<file path="config.mk">
export PLATFORM = sky130hd
export DESIGN_NAME = router_pkt_ingress
export DESIGN_NICKNAME = d
export VERILOG_FILES = /design/src/rtl/router_pkt_ingress.sv
export SDC_FILE = /design/constraint.sdc
export NUM_CORES = 1
export LEC_CHECK = 0
export BUFFER_PORTS_ARGS = -buffer_cell sky130_fd_sc_hd__buf_2
export CELL_PAD_IN_SITES_DETAIL_PLACEMENT = 1
export CELL_PAD_IN_SITES_GLOBAL_PLACEMENT = 1
export CORE_AREA = 3 3 75 77
export DETAILED_ROUTE_END_ITERATION = 6
export DIE_AREA = 0 0 78 80
export PLACE_DENSITY_LB_ADDON = 0.05
export SLEW_MARGIN = 20
export SYNTH_ARGS = -nofsm -noshare
export SYNTH_HDL_FRONTEND = slang
export SYNTH_SLANG_ARGS = --single-unit
</file>
<file path="constraint.sdc">
create_clock -name clk -period 3 [get_ports clk]
set_input_delay 0.45 -clock clk [delete_from_list [all_inputs] [get_ports clk]]
set_output_delay 0.45 -clock clk [all_outputs]
set_load 0.05 [all_outputs]
</file>
<file path="src/rtl/router_pkt_ingress.sv">
// rtl/router_pkt_ingress.sv - 1x3 router ingress: header decode, FIFO write steering, back-pressure, parity check
module router_pkt_ingress (
  input  logic       clk,
  input  logic       reset,
  input  logic [7:0] data_in,
  input  logic       in_valid,
  output logic       in_ready,
  input  logic [2:0] fifo_full,
  input  logic [2:0] soft_reset,
  output logic [7:0] dout,
  output logic [2:0] write_enb,
  output logic       lfd_state,
  output logic       busy,
  output logic       err,
  output logic       pkt_done
);

  typedef enum logic [2:0] {
    S_IDLE,
    S_WAIT_SPACE,
    S_LFD,
    S_WR_HDR,
    S_PAYLOAD,
    S_PARITY,
    S_DROP
  } state_t;

  state_t     state;
  logic [7:0] hdr_reg;
  logic [7:0] par;
  logic [5:0] cnt;

  logic [1:0] addr;
  logic       addr_ok;
  logic [2:0] addr_onehot;
  logic       sel_full;
  logic       sel_sreset;
  logic       sreset_hit;
  logic       fire;

  assign addr        = hdr_reg[1:0];
  assign addr_ok     = (addr != 2'd3);
  // Shifting past bit 2 truncates to zero, so address 3 never selects a FIFO.
  assign addr_onehot = 3'b001 << addr;
  assign fire        = in_valid && in_ready;
  assign lfd_state   = (state == S_LFD);
  assign busy        = (state != S_IDLE);

  // Select the full / soft-reset flag of the destination FIFO; address 3 has none.
  always_comb begin
    sel_full   = 1'b0;
    sel_sreset = 1'b0;
    case (addr)
      2'd0: begin sel_full = fifo_full[0]; sel_sreset = soft_reset[0]; end
      2'd1: begin sel_full = fifo_full[1]; sel_sreset = soft_reset[1]; end
      2'd2: begin sel_full = fifo_full[2]; sel_sreset = soft_reset[2]; end
      default: begin sel_full = 1'b0; sel_sreset = 1'b0; end
    endcase
  end

  // Soft reset only matters while the packet is bound to a real FIFO.
  always_comb begin
    sreset_hit = 1'b0;
    case (state)
      S_WAIT_SPACE, S_LFD, S_WR_HDR, S_PAYLOAD, S_PARITY: sreset_hit = sel_sreset;
      default: sreset_hit = 1'b0;
    endcase
  end

  // Handshake and FIFO write path; payload/parity pass straight through to the FIFO bus.
  always_comb begin
    in_ready  = 1'b0;
    dout      = 8'd0;
    write_enb = 3'b000;
    case (state)
      S_IDLE: in_ready = 1'b1;
      S_WR_HDR: begin
        dout = hdr_reg;
        if (!sreset_hit && addr_ok) write_enb = addr_onehot;
      end
      S_PAYLOAD, S_PARITY: begin
        // Holding off on soft reset keeps the flushing byte for DROP to count.
        in_ready = !sel_full && !sel_sreset;
        dout     = data_in;
        if (in_valid && !sel_full && !sel_sreset && addr_ok) write_enb = addr_onehot;
      end
      S_DROP: in_ready = 1'b1;
      default: begin
        in_ready  = 1'b0;
        dout      = 8'd0;
        write_enb = 3'b000;
      end
    endcase
  end

  // Packet sequencing FSM with parity accumulation and status flags.
  always_ff @(posedge clk or posedge reset) begin
    if (reset) begin
      state    <= S_IDLE;
      hdr_reg  <= 8'd0;
      par      <= 8'd0;
      cnt      <= 6'd0;
      err      <= 1'b0;
      pkt_done <= 1'b0;
    end else begin
      pkt_done <= 1'b0;
      case (state)
        S_IDLE: begin
          if (fire) begin
            hdr_reg <= data_in;
            par     <= data_in;
            cnt     <= data_in[7:2];
            if (data_in[1:0] == 2'd3) begin
              state <= S_DROP;
              err   <= 1'b1;
            end else begin
              state <= S_WAIT_SPACE;
              err   <= 1'b0;
            end
          end
        end
        S_WAIT_SPACE: begin
          if (sreset_hit) begin
            state <= S_DROP;
            err   <= 1'b1;
          end else if (!sel_full) begin
            state <= S_LFD;
          end
        end
        S_LFD: begin
          if (sreset_hit) begin
            state <= S_DROP;
            err   <= 1'b1;
          end else begin
            state <= S_WR_HDR;
          end
        end
        S_WR_HDR: begin
          if (sreset_hit) begin
            state <= S_DROP;
            err   <= 1'b1;
          end else begin
            state <= (cnt != 6'd0) ? S_PAYLOAD : S_PARITY;
          end
        end
        S_PAYLOAD: begin
          if (sreset_hit) begin
            state <= S_DROP;
            err   <= 1'b1;
          end else if (fire) begin
            par <= par ^ data_in;
            cnt <= cnt - 6'd1;
            if (cnt == 6'd1) state <= S_PARITY;
          end
        end
        S_PARITY: begin
          if (sreset_hit) begin
            state <= S_DROP;
            err   <= 1'b1;
          end else if (fire) begin
            err      <= (data_in != par);
            pkt_done <= 1'b1;
            state    <= S_IDLE;
          end
        end
        S_DROP: begin
          // cnt holds the payload bytes still owed; the parity byte follows cnt==0.
          if (fire) begin
            if (cnt == 6'd0) begin
              pkt_done <= 1'b1;
              state    <= S_IDLE;
            end else begin
              cnt <= cnt - 6'd1;
            end
          end
        end
        default: state <= S_IDLE;
      endcase
    end
  end

endmodule
</file>
==> impl_metrics.json <==
{
  "status": "complete, no violations",
  "dr.pass1.iters": 4,
  "synth_edf_count": 0,
  "crit_path_max_incr_delay_ps": 550,
  "drc": 0,
  "crit_fanout": 8,
  "clock-sinks": 27,
  "cts_resized": 0,
  "endpoint_kind": "output pin",
  "path_clk_slew_ps": 100,
  "synth-seq-area-share": 0.344,
  "post_cts_buffers": 0,
  "synthArstFlopShare": 1.00,
  "synth_area_leader_cell": "dfrtp_1",
  "finalWirelength_mm": 5.52,
  "clkLatencyLatePin_ps": 280,
  "fin_area_sq_um": 2220,
  "path_cells": "mux2i_1 > o2111ai_1 > nor2_1 > a21oi_1 > nor4b_2 > buf_2",
  "synth-main-ff-cell": "dfrtp_1",
  "synth_top_area_frac": 0.344,
  "critical_path_required_ps": 2550,
  "final_cells": 326,
  "postSynthCellCount": 232,
  "worst_pin_slew_ps": 809,
  "wl_per_cell_um": 16.9,
  "cts_max_level": 1,
  "grt_pass1_wl_mm": 9.50,
  "finalClockSkew_ps": 6.61,
  "ctsRootBufferMaster": "clkbuf_8",
  "synth_fp_nets": 251,
  "hpwl_mm": 4.01,
  "grt_max_degree": 29,
  "grt_use_total": 0.192,
  "drt_iter0_drc": 148,
  "nets": 276,
  "synthTopCellsByArea": "dfrtp_1 34%, a31oi_1 4.8%, mux2_2 4.6%",
  "arrival_ps": 2210,
  "vias": 1809,
  "die_area_sq_um": 6240,
  "cts_hold_repair.buffers": 0,
  "avgSynthCellArea_sq_um": 8.46,
  "cp-start-kind": "register",
  "core_region_area_sq_um": 5070,
  "hold_viol": 0,
  "num_io_pins": 33,
  "max_freq_mhz": 376,
  "synthDistinctLibCells": 50,
  "rows": 26,
  "drive_gt1_frac": 0.234,
  "final_util": 0.437,
  "synth_area_sq_um": 1960,
  "crit_slowest_cell": "dfrtp_1",
  "drv_cap": 0,
  "via_per_inst": 5.55,
  "synthesis.yosys.warnings": 0,
  "die_y_um": 80,
  "rsz0062_at_grt": "false",
  "place_inst": 322,
  "cts_tree": "done",
  "setup-violations-final": 0,
  "n_antenna_cell": 0,
  "critPathKind": "reg -> out",
  "portBuffers": 32,
  "min_period_over_period": 0.885,
  "die_w_um": 78,
  "ant_nets": 0,
  "period_needed_ps": 2660,
  "ir_drop_uv": 393,
  "setup_tns_ps": 0,
  "synth_seq_cells": 27,
  "gp_congestion": 0.787,
  "area_delta_synth_final_pct": 13.1,
  "place_area_sq_um": 2170,
  "p_per_area_nw_per_um2": 1110,
  "cts_made_buffers": 3,
  "p_leak_nw": 0.942,
  "antenna_found_initial": 0,
  "grt_overflow_total": 0,
  "clockBufferDepth": 2,
  "initial_core_util": 0.387,
  "fill_cells": 627,
  "slew_headroom": 0.456,
  "first_global_vias": 1821,
  "hold_class": "in -> async",
  "drv_slew": 0
}
-- worst max-delay path: cells and delay by family (launching register included) --
| family | cells | cell delay [ps] |
|---|---|---|
| AOI/OAI and AO/OA | 2 | 270 |
| muxes | 1 | 410 |
| DFF | 1 | 550 |
| buffers and inverters | 1 | 300 |
| and+or+nand+nor | 2 | 400 |
-- path summary, 6_finish.rpt --
check	cells after the start	startpoint	slack (ps)	endpoint
max in group asynchronous	3	reset	2500	cnt[0]
min	3	reset	220	par[0]
max	6	hdr_reg[1]	340	write_enb[2]
min in group clk	2	data_in[7]	510	hdr_reg[7]
max reg2reg	6	hdr_reg[0]	740	par[6]
min reg2reg	1	err	520	err
-- per-stage QoR --
step / setup slack (ps) / hold slack (ps) / power [mW]
4_1_cts: 322 / 236 / 2.48
3_5_place_dp: 657 / 491 / 2.25
3_3_place_gp: 660 / 488 / 2.25
2_1_floorplan: 34.2 / 480 / 1.93
5_1_grt: 148 / 252 / 2.70
6_report: 344 / 215 / 2.46
-- layout by cell type, fill, tap and decap left out, types with 4 or more instances in the layout --
master / count
nor3_1: 6
nand3_1: 12
dfrtp_1: 27
a31oi_1: 15
nor2b_1: 6
xnor2_1: 8
inv_1: 6
buf_4: 6
and3_1: 4
mux2_2: 8
nand2_1: 18
a21oi_1: 15
buf_2: 32
nand2b_1: 5
a32o_1: 4
nor2_1: 16
nor4_1: 4
mux2i_1: 4
o21ai_0: 17
-- routing by layer --
layer  track usage  share of wire  vias up
met2         0.302           0.45       34
li1              -              -      901
met5             0              0        -
met3        0.0203          0.026        5
met4        0.0367         0.0076        0
met1         0.286           0.51      869
-- kinds of logic after synthesis --
kind of cell / Yosys count / synth area share
buffers and inverters: 24 / 0.0568
AO/OA/AOI/OAI: 72 / 0.244
flip-flops: 27 / 0.344
multiplexers: 14 / 0.0855
adder cells (fa/ha/maj): 2 / 0.0128
AND/OR/NAND/NOR: 85 / 0.221
XOR/XNOR: 8 / 0.0357
-- synth_stat cells, types with 2 or more instances --
library cell / n
dfrtp_1: 27
nand2_1: 18
o21ai_0: 17
nor2_1: 16
a21oi_1: 15
a31oi_1: 15
nand3_1: 12
clkbuf_1: 10
mux2_2: 8
xnor2_1: 8
inv_1: 6
nor2b_1: 6
nor3_1: 6
buf_2: 5
nand2b_1: 5
a32o_1: 4
and3_1: 4
mux2i_1: 4
nor4_1: 4
nand4_1: 3
o21ai_2: 3
a21o_1: 2
and2_1: 2
buf_6: 2
ha_1: 2
nor3b_1: 2
o2111ai_1: 2
o22ai_1: 2
-- area by class of cell --
type	count	area [sq um]	share of cell area
inverter	6	22.5	0.0102
clock buffer	3	41.3	0.0186
multi-input combinational	181	1180	0.532
sequential	27	676	0.305
timing repair buffer	38	205	0.0925
clock inverter	1	5.00	0.00226
tap	70	87.6	0.0395
-- power by group --
group          internal [mW]  switching (mW)
clock network         0.0933           0.124
registers              0.535           0.218
logic                  0.555           0.940
Power figures use the tool's default switching activity.
